`src/rtl/cmd_arb_pkg.sv`:
```
// Shared types and widths for the command arbiter and snd_cmd.
// START_W/LEN_W match the cmdROM address and length ports.
package cmd_arb_pkg;

    localparam int START_W = 5;
    localparam int LEN_W   = 4;

    typedef enum logic [1:0] {
        IDLE,
        SEND,
        WAIT_RESP
    } state_t;

endpackage

```
`src/rtl/rr_arbiter.sv`:
```
// Combinational round-robin pick: first set request at or after ptr,
// wrapping modulo NUM_REQ.
module rr_arbiter #(
    parameter int NUM_REQ = 4
) (
    input  logic [NUM_REQ-1:0]         req,
    input  logic [$clog2(NUM_REQ)-1:0] ptr,
    output logic [NUM_REQ-1:0]         gnt,
    output logic [$clog2(NUM_REQ)-1:0] idx,
    output logic                       valid
);

    localparam int IW = $clog2(NUM_REQ);

    always_comb begin
        gnt   = '0;
        idx   = '0;
        valid = 1'b0;
        for (int k = 0; k < NUM_REQ; k++) begin
            int j;
            j = int'(ptr) + k;
            if (j >= NUM_REQ) j = j - NUM_REQ;
            if (!valid && req[j]) begin
                valid  = 1'b1;
                gnt[j] = 1'b1;
                idx    = IW'(j);
            end
        end
    end

endmodule

```
`src/rtl/cmd_arb.sv`:
```
// Round-robin sequencer sharing one snd_cmd among NUM_REQ requesters,
// with per-send response timeout and bounded retry.
module cmd_arb
    import cmd_arb_pkg::*;
#(
    parameter int NUM_REQ   = 4,
    parameter int TMO_W     = 20,
    parameter int TMO_CYC   = 1000000,
    parameter int MAX_RETRY = 2
) (
    input  logic                       clk,
    input  logic                       rst_n,
    input  logic [NUM_REQ-1:0]         req,
    input  logic [START_W*NUM_REQ-1:0] req_start,
    input  logic [LEN_W*NUM_REQ-1:0]   req_len,
    output logic [NUM_REQ-1:0]         grant,
    output logic [NUM_REQ-1:0]         done,
    output logic [NUM_REQ-1:0]         err,
    output logic                       busy,
    output logic [START_W-1:0]         cmd_start,
    output logic [LEN_W-1:0]           cmd_len,
    output logic                       send,
    input  logic                       resp_rcvd
);

    localparam int IW = $clog2(NUM_REQ);
    localparam logic [TMO_W-1:0] TMO_LAST = TMO_W'(TMO_CYC - 1);
    localparam logic [2:0] RETRY_MAX = 3'(MAX_RETRY);

    state_t            state;
    logic [IW-1:0]     ptr;
    logic [IW-1:0]     owner;
    logic [2:0]        retry;
    logic [TMO_W-1:0]  timer;

    logic [NUM_REQ-1:0] a_gnt;
    logic [IW-1:0]      a_idx;
    logic               a_valid;
    logic [IW-1:0]      ptr_nxt;
    logic               tmo;

    rr_arbiter #(
        .NUM_REQ(NUM_REQ)
    ) u_rr (
        .req  (req),
        .ptr  (ptr),
        .gnt  (a_gnt),
        .idx  (a_idx),
        .valid(a_valid)
    );

    assign ptr_nxt = (owner == IW'(NUM_REQ - 1)) ? '0 : owner + 1'b1;
    assign tmo     = (timer == TMO_LAST);

    always_ff @(posedge clk or negedge rst_n) begin
        if (!rst_n) begin
            state     <= IDLE;
            ptr       <= '0;
            owner     <= '0;
            retry     <= '0;
            timer     <= '0;
            grant     <= '0;
            done      <= '0;
            err       <= '0;
            busy      <= 1'b0;
            send      <= 1'b0;
            cmd_start <= '0;
            cmd_len   <= '0;
        end else begin
            send <= 1'b0;
            done <= '0;
            err  <= '0;
            unique case (state)
                IDLE: begin
                    if (a_valid) begin
                        grant     <= a_gnt;
                        owner     <= a_idx;
                        busy      <= 1'b1;
                        cmd_start <= req_start[START_W*int'(a_idx) +: START_W];
                        cmd_len   <= req_len[LEN_W*int'(a_idx) +: LEN_W];
                        retry     <= '0;
                        send      <= 1'b1;
                        state     <= SEND;
                    end
                end
                SEND: begin
                    timer <= '0;
                    state <= WAIT_RESP;
                end
                WAIT_RESP: begin
                    timer <= timer + 1'b1;
                    // A response on the timeout cycle still counts as success.
                    if (resp_rcvd) begin
                        done  <= grant;
                        grant <= '0;
                        busy  <= 1'b0;
                        ptr   <= ptr_nxt;
                        state <= IDLE;
                    end else if (tmo) begin
                        if (retry < RETRY_MAX) begin
                            retry <= retry + 1'b1;
                            send  <= 1'b1;
                            state <= SEND;
                        end else begin
                            err   <= grant;
                            grant <= '0;
                            busy  <= 1'b0;
                            ptr   <= ptr_nxt;
                            state <= IDLE;
                        end
                    end
                end
                default: state <= IDLE;
            endcase
        end
    end

endmodule
```
`config.mk`:
```
export PLATFORM = sky130hd
export DESIGN_NAME = cmd_arb
export DESIGN_NICKNAME = d
export VERILOG_FILES = /design/src/rtl/cmd_arb_pkg.sv /design/src/rtl/rr_arbiter.sv /design/src/rtl/cmd_arb.sv
export SDC_FILE = /design/constraint.sdc
export NUM_CORES = 1
export LEC_CHECK = 0
export ABC_AREA = 1
export CAP_MARGIN = 25
export CORE_ASPECT_RATIO = 1.25
export CORE_MARGIN = 2
export CORE_UTILIZATION = 47
export CTS_BUF_LIST = sky130_fd_sc_hd__clkbuf_16
export DETAILED_ROUTE_END_ITERATION = 7
export GPL_ROUTABILITY_DRIVEN = 0
export GPL_TIMING_DRIVEN = 0
export HOLD_SLACK_MARGIN = 0.06
export PLACE_DENSITY = 0.75
export SLEW_MARGIN = 5
export SYNTH_ARGS = -nofsm -noshare
export SYNTH_HDL_FRONTEND = slang
export SYNTH_SLANG_ARGS = --single-unit
```
`constraint.sdc`:
```
create_clock -name clk -period 2.2 [get_ports clk]
set_input_delay 0.33 -clock clk [delete_from_list [all_inputs] [get_ports clk]]
set_output_delay 0.33 -clock clk [all_outputs]
set_load 0.03 [all_outputs]
```
==> results_dict.tcl, run 1 <==
set metrics [dict create \
    grt_max_degree 39 \
    hold_class "in2async" \
    start_util_pct 48.2 \
    power_mw 6.21 \
    clkPwrFrac_pct 15.7 \
    die_x_um 79.2 \
    fmax_mhz 491 \
    crit_path_start_kind "flip-flop" \
    synth_area_per_cell_um2 7.22 \
    wl_um 7530 \
    whs_ps 481 \
    p_seq_share_pct 22.0 \
    seq_area_mm2 0.00130 \
    area_growth_pct 32.6 \
    hold_viol_final 0 \
    path_class "reg2reg" \
    post-route-drc-count 0 \
    antenna_cells 0 \
    combPwrFrac_pct 62.3 \
    crit_chain "buf_4 > buf_6 > nand2_1 > nand3_1 > nand2_1 > nand4_4 > nand2_8 > nand2_8 > buf_6 > o211ai_1 > nand3_1" \
    vdd_drop_max_mv 0.964 \
    crit_path_max_fanout 10 \
    htree_levels 2 \
    dr.pass1.iters 5 \
    nFillCells 636 \
    crit_buf_inv 3 \
    ys_types 35 \
    grt_pass1_wl_um 13000 \
    r2r_slack_ps 160 \
    clkLatencyLatePin_ps 290 \
    synth-edff-count 0 \
    grt_antenna_before_repair 0 \
    drv_cap 0 \
    dieArea_mm2 0.00776 \
    coreArea_mm2 0.00689 \
    fin_crit_sh_pct 92.6 \
    multiInputGateArea_mm2 0.00172 \
    skew_ps 4.19 \
    drv_slew 0 \
    fin_util_pct 63.9 \
    ys_seq_area_share_pct 39.2 \
    syn_area_mm2 0.00332 \
    rows 34 \
    cp_slowest_stage_delay_ps 440 \
    worst_slew_pin_slew_ps 443 \
    grt_overflow 0 \
    outcome "finished clean" \
    nNetsFinal 591 \
    ioPinCount 66 \
    ys.flop_type "dfrtp_1" \
    grt.total_usage_pct 20.1 \
    leakagePower_nw 2.17 \
    cts-buffers-inserted 5 \
    synthArstFlopShare_pct 100 \
    rsz0062_at_grt "false" \
    dp.cells 616 \
    layout.cells.non_filler 627 \
    cts-root-buf "clkbuf_16" \
    clk_pin_slew_ps 70 \
    yosys_warnings 0 \
    drive_above_1_share_pct 11.9 \
    fin_area_mm2 0.00440 \
    fp.dieH_um 98.0 \
    io_buffers 65 \
    final_antenna_net_count 0 \
    required_ps 2370 \
    p_int_mw 3.27 \
    crit_family "simple AND/OR/NAND/NOR gates" \
    tritoncts "yes" \
    placed_area_mm2 0.00410 \
    p_sw_share_pct 47.2 \
    arrival_ps 2200 \
    critPathCaptureType "flip-flop" \
    clock_path_buffers 2 \
    slowest_stage "dfrtp_2" \
    finalSetupViolCount 0 \
    fin_crit_ps 2040 \
    clock_sinks 52 \
    wl_per_cell_um 12.0 \
    via_per_inst 5.11 \
    dp_hpwl_um 5610 \
    grt_pass1_vias 3082 \
    synth_nets 514 \
    vias 3202 \
    relSlewSlack_pct 70.3 \
    synth_seq_cells 52 \
    syn_inst 460 \
    power-per-cell-area_mw_per_mm2 1410 \
    switchingPower_mw 2.93 \
    drtIter0Drc 113 \
]
worst register-to-register path, stage by stage (launching register included):
cell and delay (ps):
dfrtp_2 440, buf_4 170, buf_6 150, nand2_1 60
nand3_1 90, nand2_1 180, nand4_4 190, nand2_8 150
nand2_8 80, buf_6 140, o211ai_1 180, nand3_1 90
worst paths after layout:
kind / from / to / cells after the start
setup / recovery: ptr[0] / cmd_start[1] / 11
hold / removal: rst_n / retry[0] / 2
setup reg to reg: ptr[0] / cmd_start[1] / 11
hold reg to reg: busy / busy / 2
max in group asynchronous: rst_n / ptr[0] / 3
min in group clk: busy / busy / 2
per-stage QoR:
| step | setup WS (ps) | TNS (ps) |
|---|---|---|
| 6_report | 162 | 0 |
| 5_1_grt | 16.1 | 0 |
| 4_1_cts | 0.346 | 0 |
| 3_5_place_dp | -194 | -1770 |
| 3_3_place_gp | -687 | -36810 |
| 2_1_floorplan | 164 | 0 |
logic make-up after synthesis:
group | after synthesis | share of synthesized area, %
AOI/OAI and AO/OA | 52 | 8.82
buffers and inverters | 88 | 10.9
and+or+nand+nor | 256 | 36.7
adders and majority gates | 11 | 4.15
xor gates and xnor gates | 1 | 0.264
DFF | 52 | 39.2
power by group through the flow:
stage	sequential (mW)	combinational, mW	clock, mW
after floorplan	1.59	2.43	0
after global placement	1.38	3.48	0
after detailed placement	1.38	3.55	0
after CTS	1.37	3.62	0.987
after global routing	1.38	4.32	1.03
final	1.36	3.87	0.977
state kept, by name, summed over array words and instances (netlist names), 2 cells and up:
| register | flops |
|---|---|
| state | 2 |
| timer | 20 |
| ptr | 2 |
| retry | 3 |
| done | 4 |
| cmd_start | 5 |
| owner | 2 |
| err | 4 |
| cmd_len | 4 |
| grant | 4 |
cells in the mapped netlist, types with 2 or more instances:
cell	n	share of area (%)
inv_1	78	8.8
ha_1	11	4.1
nand2_1	120	14
o22ai_1	4	0.75
nand2_2	8	1.5
dfrtp_1	52	39
o21a_1	2	0.45
buf_2	2	0.30
nor4_1	3	0.57
nor3_1	20	3.0
clkbuf_1	2	0.23
nand3_1	46	6.9
nor2_2	5	0.94
nand2_4	5	1.7
a21oi_1	20	3.0
inv_2	2	0.23
o211ai_1	4	0.90
nand3_2	5	1.5
nand4_1	6	1.1
or2_2	2	0.38
o21ai_0	18	2.7
buf_6	2	0.68
nor2_1	31	3.5
timing repair:
action,4_1_cts,5_1_grt
resized for setup,8,14
pin swaps,0,3
cloned,0,0
endpoints found under the setup margin,21,24
setup buffers,1,4
endpoints found under the hold margin,14,0
hold buffers,1,0
layer usage:
metal	share of wire, %	track usage (%)	routed length [µm]
met5	0	0	0
met1	44	25.1	3280
met4	1.7	5.70	125
met2	50	35.7	3770
met3	4.7	3.14	353
area by class of cell:
cell class                 count  share of cell area (%)
multi-input combinational    320                    39.1
sequential                    52                    29.6
timing repair buffer          72                    16.2
inverter                      81                    7.13
clock buffer                   5                    2.84
tap                           90                    2.56
clock inverter                 2                    1.36
buffer                         5                    1.14
cells in the final DEF, fill, tap and decap left out, types with 3 or more instances in the layout:
cell type          n
o22ai_1            4
nor2_1            28
dfrtp_1           50
nand2_1          118
nor2_2             7
a21oi_1           20
inv_2              3
nand4_1            6
nor4_1             3
clkdlybuf4s50_1   64
nand3_2            5
nand3_1           46
o21ai_0           18
o211ai_1           4
nand2_4            4
nand2_2            9
nor3_1            19
inv_1             75
ha_1               9
buf_4              5
clkbuf_16          5
Note: power is estimated with default switching activity, not from simulation.
==> inputs of run 2 (changes only) <==
--- a/config.mk
+++ b/config.mk
@@ -9,13 +9,13 @@
 export CAP_MARGIN = 25
 export CORE_ASPECT_RATIO = 1.25
 export CORE_MARGIN = 2
-export CORE_UTILIZATION = 47
-export CTS_BUF_LIST = sky130_fd_sc_hd__clkbuf_16
+export CORE_UTILIZATION = 49
+export CTS_BUF_LIST = sky130_fd_sc_hd__clkbuf_4
 export DETAILED_ROUTE_END_ITERATION = 7
 export GPL_ROUTABILITY_DRIVEN = 0
 export GPL_TIMING_DRIVEN = 0
-export HOLD_SLACK_MARGIN = 0.06
-export PLACE_DENSITY = 0.75
+export HOLD_SLACK_MARGIN = 0.12
+export PLACE_DENSITY = 0.77
 export SLEW_MARGIN = 5
 export SYNTH_ARGS = -nofsm -noshare
 export SYNTH_HDL_FRONTEND = slang
==> results_dict.tcl, run 2 (synthesized netlist as in run 1, its figures left out) <==
set metrics [dict create \
    outcome "finished clean" \
    crit_chain "clkinvlp_4 > ha_4 > inv_2 > nand3_1 > nand2_2 > nand4_4 > nand2_8 > nand2_8 > buf_6 > o211ai_1 > nand3_1" \
    die_x_um 77.6 \
    drv_cap 0 \
    dr.pass1.iters 5 \
    drv_slew 0 \
    fp.dieH_um 96.0 \
    io_buffers 65 \
    top_register "timer" \
    tritoncts "yes" \
    final_cell_mix "nand2_1 (118), inv_1 (75), clkdlybuf4s50_1 (64)" \
    power-per-cell-area_mw_per_mm2 1360 \
    path_class "reg2reg" \
    combPwrFrac_pct 67.6 \
    coreArea_mm2 0.00657 \
    start_util_pct 50.6 \
    clkPwrFrac_pct 9.4 \
    largest_register_ffs 20 \
    crit_path_start_kind "flip-flop" \
    slowest_stage "dfrtp_2" \
    crit_family "simple AND/OR/NAND/NOR gates" \
    fin_crit_ps 2040 \
    cts-root-buf "clkbuf_4" \
    rows 33 \
    clock_path_buffers 2 \
    cp.depth 11 \
    vdd_drop_max_mv 0.811 \
    ff2ff_path_depth 11 \
    tns_ps 0 \
    drive_above_1_share_pct 11.7 \
    worst_slew_pin_slew_ps 476 \
    vias 3174 \
    fin_crit_sh_pct 92.8 \
    cp_slowest_stage_delay_ps 430 \
    critPathCaptureType "flip-flop" \
    wl_um 7420 \
    finalSetupViolCount 0 \
    fin_area_mm2 0.00431 \
    relSlewSlack_pct 68.0 \
    hold_viol_final 0 \
    arrival_ps 2290 \
    reg.largest.list "timer (20), cmd_start (5)" \
    layout_commonest_cell "nand2_1" \
    grt.total_usage_pct 21.1 \
    p_int_mw 2.93 \
    placed_area_mm2 0.00409 \
    dieArea_mm2 0.00745 \
    grt_max_degree 33 \
    via_per_inst 5.05 \
    r2r_end "cmd_len[2]" \
    area_growth_pct 29.8 \
    grt_pass1_wl_um 13000 \
    crit_path_max_fanout 10 \
    dp_hpwl_um 5680 \
    final_antenna_net_count 0 \
    hold_class "in2async" \
    drtIter0Drc 167 \
    wl_per_cell_um 11.8 \
    p_sw_share_pct 49.8 \
    grt_pass1_vias 3171 \
    grt_antenna_before_repair 0 \
    htree_levels 2 \
    ioPinCount 66 \
    clkLatencyLatePin_ps 360 \
    switchingPower_mw 2.91 \
    clock_sinks 52 \
    required_ps 2450 \
    fmax_mhz 490 \
    grt_overflow 0 \
    post-route-drc-count 0 \
    fin_util_pct 65.6 \
    r2r_slack_ps 160 \
    cts-buffers-inserted 5 \
    clk_pin_slew_ps 150 \
    power_mw 5.84 \
    r2r_start "ptr[1]" \
    crit_buf_inv 3 \
    leakagePower_nw 2.11 \
    p_seq_share_pct 23.0 \
    post-place-ws_ps -198 \
    skew_ps 11.9 \
    rsz0062_at_grt "true" \
    nNetsFinal 593 \
    fin_ws_ps 158 \
]
## run 2: metrics by stage
stage | cells | hold WS [ps]
after floorplan | 460 | 34.4
after global placement | 612 | 462
after detailed placement | 613 | 322
after CTS | 625 | 438
after global routing | 627 | 478
final | 628 | 428
## run 2: power by group through the flow
stage | sequential [mW] | combinational, mW | clock [mW]
after floorplan | 1.59 | 2.43 | 0
after global placement | 1.37 | 3.46 | 0
after detailed placement | 1.38 | 3.57 | 0
after CTS | 1.35 | 3.66 | 0.568
after global routing | 1.38 | 4.41 | 0.595
final | 1.35 | 3.95 | 0.549
## run 2: repair_timing
item,4_1_cts,5_1_grt
hold endpoints to repair,20,0
endpoints found under the setup margin,26,25
hold buffers,1,0
setup buffers,3,3
gates resized for setup,5,11
pin swaps,0,1
## run 2: worst max-delay path by stage
stage	end	slack (ps)	from
floorplan	cmd_len[1]	160	ptr[1]
global placement	busy	-700	rst_n
detailed placement	cmd_len[2]	-200	ptr[1]
CTS	cmd_len[2]	10	ptr[1]
global route	timer[11]	-90	state[1]
finish	cmd_len[2]	160	ptr[1]
## run 2: layout make-up
class	count	area, µm²
fill	598	2260
tap	87	109
timing repair buffer	73	733
inverter	81	317
clock inverter	2	35.0
buffer	6	53.8
clock buffer	6	45.0
antenna	1	2.50
multi-input combinational	320	1710
sequential	52	1300
## run 2: per-layer routing
layer	vias up	part of all wire [%]	global-route usage, %
met1	1443	41	23.2
met3	8	5.7	3.56
met5	-	0	0
met2	96	52	41.5
li1	1627	-	-
met4	0	1.3	5.95
==> inputs of run 3 (changes only) <==
--- a/config.mk
+++ b/config.mk
@@ -16,7 +16,7 @@
 export GPL_TIMING_DRIVEN = 0
 export HOLD_SLACK_MARGIN = 0.12
 export PLACE_DENSITY = 0.77
-export SLEW_MARGIN = 5
+export SLEW_MARGIN = 10
 export SYNTH_ARGS = -nofsm -noshare
 export SYNTH_HDL_FRONTEND = slang
 export SYNTH_SLANG_ARGS = --single-unit
==> results of run 3 <==
Same layout as run 2: the final DEF is identical, and so are final timing and power.
